--- src/rtl/iddr_gearbox.sv ---
// iddr_gearbox: input DDR deserialiser. WIDTH lanes are captured on both SCLK edges
// and regrouped into RATIO-bit words per lane, with runtime bitslip word alignment.
module iddr_gearbox #(
  parameter int WIDTH = 1,
  parameter int RATIO = 4
) (
  input  logic                     SCLK,
  input  logic                     RST,
  input  logic [WIDTH-1:0]         D,
  input  logic                     ALIGNWD,
  output logic [WIDTH*RATIO-1:0]   Q,
  output logic                     VALID,
  output logic [$clog2(RATIO)-1:0] SLIP
);

  localparam int HW   = 2 * RATIO;
  localparam int HALF = RATIO / 2;
  localparam int SW   = $clog2(RATIO);
  localparam int CW   = (HALF > 1) ? $clog2(HALF) : 1;

  if ((RATIO != 2) && (RATIO != 4) && (RATIO != 8)) begin : g_ratio_check
    $fatal(1, "iddr_gearbox: RATIO must be 2, 4 or 8");
  end

  logic [WIDTH-1:0]         rise_q;
  logic [WIDTH-1:0]         fall_q;
  logic [WIDTH-1:0][HW-1:0] hist_q, hist_d;
  logic [WIDTH-1:0][HW-1:0] shift_s;
  logic [CW-1:0]            cnt_q, cnt_d;
  logic [SW-1:0]            slip_q, slip_d;
  logic [SW-1:0]            lock_q, lock_d;
  logic [WIDTH*RATIO-1:0]   q_q, q_d, word_s;
  logic                     valid_q, valid_d;
  logic                     wrap_s, accept_s;

  // Falling-edge capture; reset is honoured on this edge too so the first pair is (0,0)
  always_ff @(negedge SCLK) begin
    if (RST) begin
      fall_q <= {WIDTH{1'b0}};
    end else begin
      fall_q <= D;
    end
  end

  // History update and word extraction; the word sees the pair pushed at this same edge
  always_comb begin
    hist_d  = hist_q;
    shift_s = {(WIDTH*HW){1'b0}};
    word_s  = {(WIDTH*RATIO){1'b0}};
    for (int n = 0; n < WIDTH; n++) begin
      hist_d[n]  = {hist_q[n][HW-3:0], rise_q[n], fall_q[n]};
      shift_s[n] = hist_d[n] >> slip_q;
      for (int i = 0; i < RATIO; i++) begin
        word_s[n*RATIO + i] = shift_s[n][RATIO-1-i];
      end
    end
  end

  // Word counter, output load and bitslip with lockout
  always_comb begin
    wrap_s   = (cnt_q == CW'(HALF - 1));
    accept_s = ALIGNWD && (lock_q == {SW{1'b0}});
    cnt_d    = wrap_s ? {CW{1'b0}} : cnt_q + CW'(1);
    valid_d  = wrap_s;
    q_d      = wrap_s ? word_s : q_q;
    if (accept_s) begin
      // slip_q is read by this edge's word, so the new offset lands on the next word
      slip_d = slip_q + SW'(1);
      lock_d = SW'(HALF - 1);
    end else if (lock_q != {SW{1'b0}}) begin
      slip_d = slip_q;
      lock_d = lock_q - SW'(1);
    end else begin
      slip_d = slip_q;
      lock_d = lock_q;
    end
  end

  // Rising-edge state: capture, history, counter, slip and registered outputs
  always_ff @(posedge SCLK) begin
    if (RST) begin
      rise_q  <= {WIDTH{1'b0}};
      hist_q  <= {(WIDTH*HW){1'b0}};
      cnt_q   <= {CW{1'b0}};
      slip_q  <= {SW{1'b0}};
      lock_q  <= {SW{1'b0}};
      q_q     <= {(WIDTH*RATIO){1'b0}};
      valid_q <= 1'b0;
    end else begin
      rise_q  <= D;
      hist_q  <= hist_d;
      cnt_q   <= cnt_d;
      slip_q  <= slip_d;
      lock_q  <= lock_d;
      q_q     <= q_d;
      valid_q <= valid_d;
    end
  end

  assign Q     = q_q;
  assign VALID = valid_q;
  assign SLIP  = slip_q;

endmodule

--- config.mk ---
export PLATFORM = sky130hd
export DESIGN_NAME = iddr_gearbox
export DESIGN_NICKNAME = d
export VERILOG_FILES = /design/src/rtl/iddr_gearbox.sv
export SDC_FILE = /design/constraint.sdc
export NUM_CORES = 1
export LEC_CHECK = 0
export ABC_AREA = 1
export ABC_CLOCK_PERIOD_IN_PS = 2300
export CAP_MARGIN = 0
export CORE_UTILIZATION = 42
export CTS_BUF_LIST = sky130_fd_sc_hd__clkbuf_4 sky130_fd_sc_hd__clkbuf_8 sky130_fd_sc_hd__clkbuf_16
export CTS_CLUSTER_DIAMETER = 40
export CTS_CLUSTER_SIZE = 28
export DETAILED_ROUTE_END_ITERATION = 10
export PLACE_DENSITY_LB_ADDON = 0.12
export SYNTH_ARGS = -nofsm -noshare
export SYNTH_HDL_FRONTEND = slang
export SYNTH_SLANG_ARGS = --single-unit
--- constraint.sdc ---
create_clock -name SCLK -period 2.3 [get_ports SCLK]
set_clock_uncertainty 0.05 [all_clocks]
set_input_delay 0.46 -clock SCLK [delete_from_list [all_inputs] [get_ports SCLK]]
set_output_delay 0.46 -clock SCLK [all_outputs]
set_load 0.01 [all_outputs]
### Yosys cells after proc, flatten, opt, wreduce, memory -nomap -nowiden

Index checks and enable logic that the tools add are counted.

* flip-flop bits (word level): 18
* input bits: 4
* word-level logic and storage cells: 22
* output and inout port bits: 7

* reduce and logical (&&, ||, !) cells: 6
* $add $sub $neg: 3
* shift operators: 1
* mux-type cells: 3

Operator list (count)
* 8-bit by 2-bit >> shifter with 4-bit output: 1
* 2-bit nonzero test: 2
* 2-bit OR reduction: 2
* 1-bit 2-to-1 mux: 3
* 2-bit by 1-bit adder with 2-bit output (second input constant): 1
* 2-bit logical NOT: 1
* 2-bit by 1-bit subtractor with 2-bit output (second input constant): 1
* 1-bit adder (second input constant): 1
* 1-bit logical AND: 1

### Longest topological paths before layout

Gate-level depths: netlist of the first run.

* word-level depth: 3
* gate-level depth with buffers: 8
* mapped depth without buffers: 8

==> results_dict.tcl, run 1 <==
set metrics [dict create \
    outcome "complete, no violations" \
    dieArea_um2 1750 \
    vdd_drop_max_v 0.000498 \
    grt_first_pass_wirelength_um 1860 \
    worst_rel_slew_slack 0.780 \
    synth_compound_gate_area_share 0.0318 \
    yosysWarnings 0 \
    drt_drc 0 \
    first_pass_iters 3 \
    grt.overflow.total 0 \
    initial_antenna_violation_count 0 \
    power.internal_mw 0.426 \
    route.detailed.wl_per_inst_um 9.38 \
    post-cts-setup-buffers 0 \
    reg2reg_depth 4 \
    netlist_area_um2 668 \
    top_ports 11 \
    placed_cells 113 \
    dp_hpwl_um 794 \
    row_count 14 \
    design.core.area_um2 1490 \
    tritoncts "built" \
    crit_required_ns 1.38 \
    max_slew.worst_pin.slew_ns 0.330 \
    diodes 0 \
    clockRootBuffer "sky130_fd_sc_hd__clkbuf_4" \
    crit_start "D" \
    p_seq_frac 0.560 \
    post_cts_resize_count 0 \
    final.setup.worst_slack_ns 0.321 \
    synthesis.nets 93 \
    ys_seq_elements 17 \
    avgViaCountPerCell 4.62 \
    timing_hold_violations_final 0 \
    utilization 0.538 \
    setup.worst_path.start_class "input port" \
    place_worst_setup_slack_ns -0.0339 \
    cts-root-to-sink-buffers 2 \
    synthesized_area_fraction_occupied_by_xor_and_xnor_cells 0 \
    globalplace.congestion 0.878 \
    die-height_um 41.9 \
    grt_pass1_vias 452 \
    report.final.slew_viol_count 0 \
    dominant_combinational_cell_family_by_area_after_synthesis "simple AND/OR/NAND/NOR gates" \
    floorplan.initialDensity 0.449 \
    timing.rr.start "fall_q$_DFF_N_" \
    fin_cells 117 \
    max_cap_viol_count 0 \
    timing.critical_path.to_type "flop" \
    power-per-cell-area_nw_per_um2 738 \
    clk_latency_ns 0.35 \
    postRouteAntennaNets 0 \
    hold_path.class "reg2reg" \
    dieWidth_um 41.9 \
    synth_fa_ha_area_frac 0.0187 \
    timing.setup.critical_path_class "in2reg" \
    cells_after_synthesis 88 \
    synthMuxAreaShare 0 \
    detailedRoute.firstIterationViolations 4 \
    power_frac_clock 0.277 \
    synthSimpleGateAreaFrac 0.322 \
    power.switching_fraction 0.279 \
    drive_above_1_share 0.109 \
    hold_path.startpoint "rise_q$_DFF_P_" \
    synth-seq-area-share 0.509 \
    synthesis.area_per_instance_um2 7.59 \
    total_detailed_routing_wirelength_um 1100 \
    power.share.combinational 0.163 \
    grt_use_total 0.150 \
    worst_ep_arrival_time_ns 1.05 \
    cts.sinks 17 \
    setup_viol 0 \
    holdWs_ns 0.394 \
    cts.clk_slew.worst_paths_ns 0.10 \
    power_switching_mw 0.165 \
    vias 541 \
    syn_to_final_growth_pct 19.9 \
    total_leakage_power_nw 0.365 \
    holdBufCountCts 0 \
    io_buffers 10 \
    ctsHtreeMaxLevel 1 \
    setup_tns_ns 0 \
    hold-path-cell-count 2 \
    grt_max_degree 11 \
    timing.critical_path.fanout_max 2 \
    synthDistinctLibCells 15 \
    finish.net_count 107 \
    numCtsBuffers 3 \
    rsz0062_at_grt "no" \
]
final timing paths:
path | endpoint | slack (ns)
worst max register to register | Q[3]$_SDFFE_PP0P_ | 0.40
worst min register to register | hist_q[1]$_SDFF_PP0_ | 0.39
worst max-delay path | fall_q$_DFF_N_ | 0.32
worst min-delay path | hist_q[1]$_SDFF_PP0_ | 0.39
layout make-up:
class                           instances  area, um^2
Clock inverter                          2        8.76
Timing Repair Buffer                   11         108
Fill cell                             148         688
Inverter                               14        52.6
Clock buffer                            3        22.5
Sequential cell                        17         340
Multi-Input combinational cell         54         249
Tap cell                               16        20.0
synthesized netlist by cell type (all sizes together):
master	instances	area share
nor3	1	0.0075
ha	1	0.019
buf	2	0.034
nand2	25	0.15
inv	15	0.084
o21ai	1	0.0075
dfxtp	17	0.51
nand3	12	0.090
nor2	11	0.077
a31oi	1	0.0094
a21oi	2	0.015
sequential cells by signal, indices dropped and copies added, names as in the netlist:
register  cells
cnt_q         1
rise_q        1
lock_q        2
hist_q        5
fall_q        1
Q             4
VALID         1
SLIP          2
per-layer routing:
| layer | up-vias | wire length, um | GRT usage |
|---|---|---|---|
| met2 | 8 | 466 | 0.216 |
| met5 | - | 0 | 0 |
| met4 | 0 | 18 | 0.0968 |
| li1 | 292 | - | - |
| met1 | 239 | 571 | 0.181 |
| met3 | 2 | 43 | 0.0652 |
power by group through the flow:
stage | Combinational (mW) | Clock (mW) | Sequential (mW)
global route | 0.110 | 0.185 | 0.334
floorplan | 0.0691 | 0.00544 | 0.335
finish | 0.0966 | 0.163 | 0.331
CTS | 0.0970 | 0.169 | 0.330
global placement | 0.0949 | 0.00544 | 0.337
detailed placement | 0.0967 | 0.00544 | 0.337
cell families (layout without fill, tap and decap cells):
family,after synthesis,in the layout
buffers and inverters,17,30
DFF,17,17
and+or+nand+nor,49,49
adders and majority gates,1,1
AOI/OAI and AO/OA,4,4
worst max-delay path, cell delays in order:
cell	delay, ns
sky130_fd_sc_hd__clkdlybuf4s50_1	0.46
sky130_fd_sc_hd__inv_1	0.04
sky130_fd_sc_hd__nor2_1	0.10
metrics by stage:
stage,total power [mW],area [um^2]
floorplan,0.410,668
global placement,0.437,773
detailed placement,0.439,773
CTS,0.597,801
global route,0.628,801
finish,0.591,801
cell usage in the layout (no fill, tap or decap), types with 2 or more instances in the layout:
| master | count |
|---|---|
| sky130_fd_sc_hd__a21oi_1 | 2 |
| sky130_fd_sc_hd__clkbuf_4 | 3 |
| sky130_fd_sc_hd__clkdlybuf4s50_1 | 10 |
| sky130_fd_sc_hd__dfxtp_1 | 17 |
| sky130_fd_sc_hd__inv_1 | 13 |
| sky130_fd_sc_hd__inv_2 | 2 |
| sky130_fd_sc_hd__nand2_1 | 23 |
| sky130_fd_sc_hd__nand2_2 | 2 |
| sky130_fd_sc_hd__nand3_1 | 12 |
| sky130_fd_sc_hd__nor2_1 | 9 |
(Power assumes the default switching activity.)
==> inputs of run 2 (changes only) <==
--- a/config.mk
+++ b/config.mk
@@ -14,6 +14,7 @@
 export CTS_CLUSTER_SIZE = 28
 export DETAILED_ROUTE_END_ITERATION = 10
 export PLACE_DENSITY_LB_ADDON = 0.12
+export SLEW_MARGIN = 15
 export SYNTH_ARGS = -nofsm -noshare
 export SYNTH_HDL_FRONTEND = slang
 export SYNTH_SLANG_ARGS = --single-unit
==> results of run 2 <==
Same layout as run 1: the final DEF is identical, and so are final timing and power.
==> inputs of run 3 (changes only) <==
--- a/config.mk
+++ b/config.mk
@@ -8,12 +8,14 @@
 export ABC_AREA = 1
 export ABC_CLOCK_PERIOD_IN_PS = 2300
 export CAP_MARGIN = 0
-export CORE_UTILIZATION = 42
+export CORE_AREA = 2 2 39 41
 export CTS_BUF_LIST = sky130_fd_sc_hd__clkbuf_4 sky130_fd_sc_hd__clkbuf_8 sky130_fd_sc_hd__clkbuf_16
 export CTS_CLUSTER_DIAMETER = 40
-export CTS_CLUSTER_SIZE = 28
+export CTS_CLUSTER_SIZE = 10
 export DETAILED_ROUTE_END_ITERATION = 10
+export DIE_AREA = 0 0 41 43
 export PLACE_DENSITY_LB_ADDON = 0.12
+export SETUP_SLACK_MARGIN = 0.4
 export SLEW_MARGIN = 15
 export SYNTH_ARGS = -nofsm -noshare
 export SYNTH_HDL_FRONTEND = slang
==> results_dict.tcl, run 3 (same netlist as run 1, synthesis figures left out) <==
set metrics [dict create \
    clockRootBuffer "sky130_fd_sc_hd__clkbuf_4" \
    power-per-cell-area_nw_per_um2 733 \
    timing_hold_violations_final 0 \
    drive_above_1_share 0.149 \
    grt.overflow.total 0 \
    worst_ep_arrival_time_ns 2.06 \
    report.final.slew_viol_count 0 \
    drt_drc 0 \
    ctsHtreeMaxLevel 1 \
    reg2reg_depth 4 \
    crit_chain "nand2_1 > nand3_1 > nand3_1 > nand2_1" \
    rrSetupSlack_ns 0.40 \
    holdWs_ns 0.387 \
    outcome "complete, no violations" \
    cts.sinks 17 \
    clk_latency_ns 0.34 \
    holdBufCountCts 0 \
    avgViaCountPerCell 4.81 \
    vias 563 \
    grt_max_degree 11 \
    design.core.area_um2 1380 \
    timing.critical_path.to "Q[3]$_SDFFE_PP0P_" \
    timing.rr.start "fall_q$_DFF_N_" \
    grt_pass1_vias 461 \
    cts.clk_slew.worst_paths_ns 0.10 \
    numCtsBuffers 3 \
    max_cap_viol_count 0 \
    grt_first_pass_wirelength_um 1770 \
    dieWidth_um 41 \
    grt_use_total 0.157 \
    total_power_mw 0.592 \
    top_ports 11 \
    crit_required_ns 2.45 \
    diodes 0 \
    syn_to_final_growth_pct 21.0 \
    tritoncts "built" \
    highest_cell_delay_on_the_worst_timing_path_ns 0.31 \
    total_leakage_power_nw 0.364 \
    initial_antenna_violation_count 0 \
    placed_cells 113 \
    floorplan.initialDensity 0.483 \
    timing.critical_path.fanout_max 2 \
    cp_slowest_cell "sky130_fd_sc_hd__dfxtp_2" \
    route.detailed.wl_per_inst_um 9.39 \
    crit_start "fall_q$_DFF_N_" \
    worst_rel_slew_slack 0.871 \
    largest_register_ff_count 5 \
    io_buffers 10 \
    max_slew.worst_pin.slew_ns 0.194 \
    globalplace.congestion 0.868 \
    total_detailed_routing_wirelength_um 1100 \
    die-height_um 43 \
    layout.cells.most_common_list "sky130_fd_sc_hd__nand2_1 (23), sky130_fd_sc_hd__dfxtp_1 (15), sky130_fd_sc_hd__inv_1 (12), sky130_fd_sc_hd__nand3_1 (12)" \
    row_count 14 \
    timing.setup.critical_path_class "reg2reg" \
    first_pass_iters 4 \
    dieArea_um2 1760 \
    rsz0062_at_grt "yes" \
    mostFrequentLayoutCell "sky130_fd_sc_hd__nand2_1" \
    fin_cells 117 \
    post-cts-setup-buffers 0 \
    timing.critical_path.to_type "flop" \
    setup_viol 0 \
    hold_path.class "reg2reg" \
    utilization 0.584 \
    dp_hpwl_um 809 \
    setup.worst_path.start_class "flop" \
    finish.net_count 107 \
    worst_r2r_endpoint "Q[3]$_SDFFE_PP0P_" \
    cts-root-to-sink-buffers 2 \
    vdd_drop_max_v 0.000454 \
    postRouteAntennaNets 0 \
    detailedRoute.firstIterationViolations 7 \
    regMostFlops "hist_q" \
]
==> run 3: cell count changes in the layout (fill, tap and decap cells not counted) <==
cell	previous run	this run
sky130_fd_sc_hd__inv_2	2	3
sky130_fd_sc_hd__nor2_4	1	2
sky130_fd_sc_hd__nor2_1	9	8
sky130_fd_sc_hd__clkinvlp_2	0	1
sky130_fd_sc_hd__clkdlybuf4s50_1	10	8
sky130_fd_sc_hd__dfxtp_1	17	15
sky130_fd_sc_hd__clkinv_2	1	0
sky130_fd_sc_hd__dlygate4sd2_1	0	2
sky130_fd_sc_hd__dfxtp_2	0	2
sky130_fd_sc_hd__inv_1	13	12
==> run 3: per-stage QoR <==
| stage | instance area (um^2) | setup TNS (ns) | setup slack (ns) |
|---|---|---|---|
| final | 808 | 0 | 0.397 |
| after global routing | 808 | 0 | 0.334 |
| after CTS | 807 | 0 | 0.391 |
| after detailed placement | 781 | -0.0478 | -0.0478 |
| after global placement | 781 | -0.0318 | -0.0318 |
| after floorplan | 684 | 0 | 0.398 |
==> run 3: area by class of cell <==
class / count / area (um^2)
clock buffers: 3 / 22.5
clock inverters: 2 / 8.76
fillers: 137 / 576
inverters: 14 / 52.6
multi-input cells: 54 / 256
flip-flops and latches: 17 / 343
well taps: 16 / 20.0
repair buffers: 11 / 105
==> run 3: worst max-delay path, delay by kind of cell (launching register included) <==
kind,cells,cell delay (ns)
simple gates,4,0.25
flops,1,0.31
==> run 3: how the worst min path moves through the flow <==
stage	start	to	slack [ns]	cells after the start
CTS	hist_q[0]$_SDFF_PP0_	hist_q[2]$_SDFF_PP0_	0.39	2
floorplan	rise_q$_DFF_P_	hist_q[1]$_SDFF_PP0_	0.37	2
detailed placement	rise_q$_DFF_P_	hist_q[1]$_SDFF_PP0_	0.38	2
global placement	rise_q$_DFF_P_	hist_q[1]$_SDFF_PP0_	0.38	2
finish	hist_q[0]$_SDFF_PP0_	hist_q[2]$_SDFF_PP0_	0.39	2
global route	hist_q[1]$_SDFF_PP0_	hist_q[3]$_SDFF_PP0_	0.42	2
==> run 3: what timing repair did <==
action / 4_1_cts / 5_1_grt
endpoints found under the setup margin: 3 / 1
pin swaps: 0 / 0
gates resized for setup: 4 / 1
gates cloned: 0 / 0
==> run 3: routing by layer <==
layer / global-route usage / vias up / wire length [um]
li1: - / 293 / -
met1: 0.192 / 254 / 511
met2: 0.209 / 11 / 490
met3: 0.0314 / 5 / 46
met4: 0.160 / 0 / 50
met5: 0 / - / 0
==> run 3: power breakdown <==
part           internal [mW]  total [mW]  switching, mW
Clock                 0.0661       0.165         0.0984
Sequential             0.315       0.331         0.0159
Combinational         0.0437      0.0965         0.0527
Total                  0.425       0.592          0.167
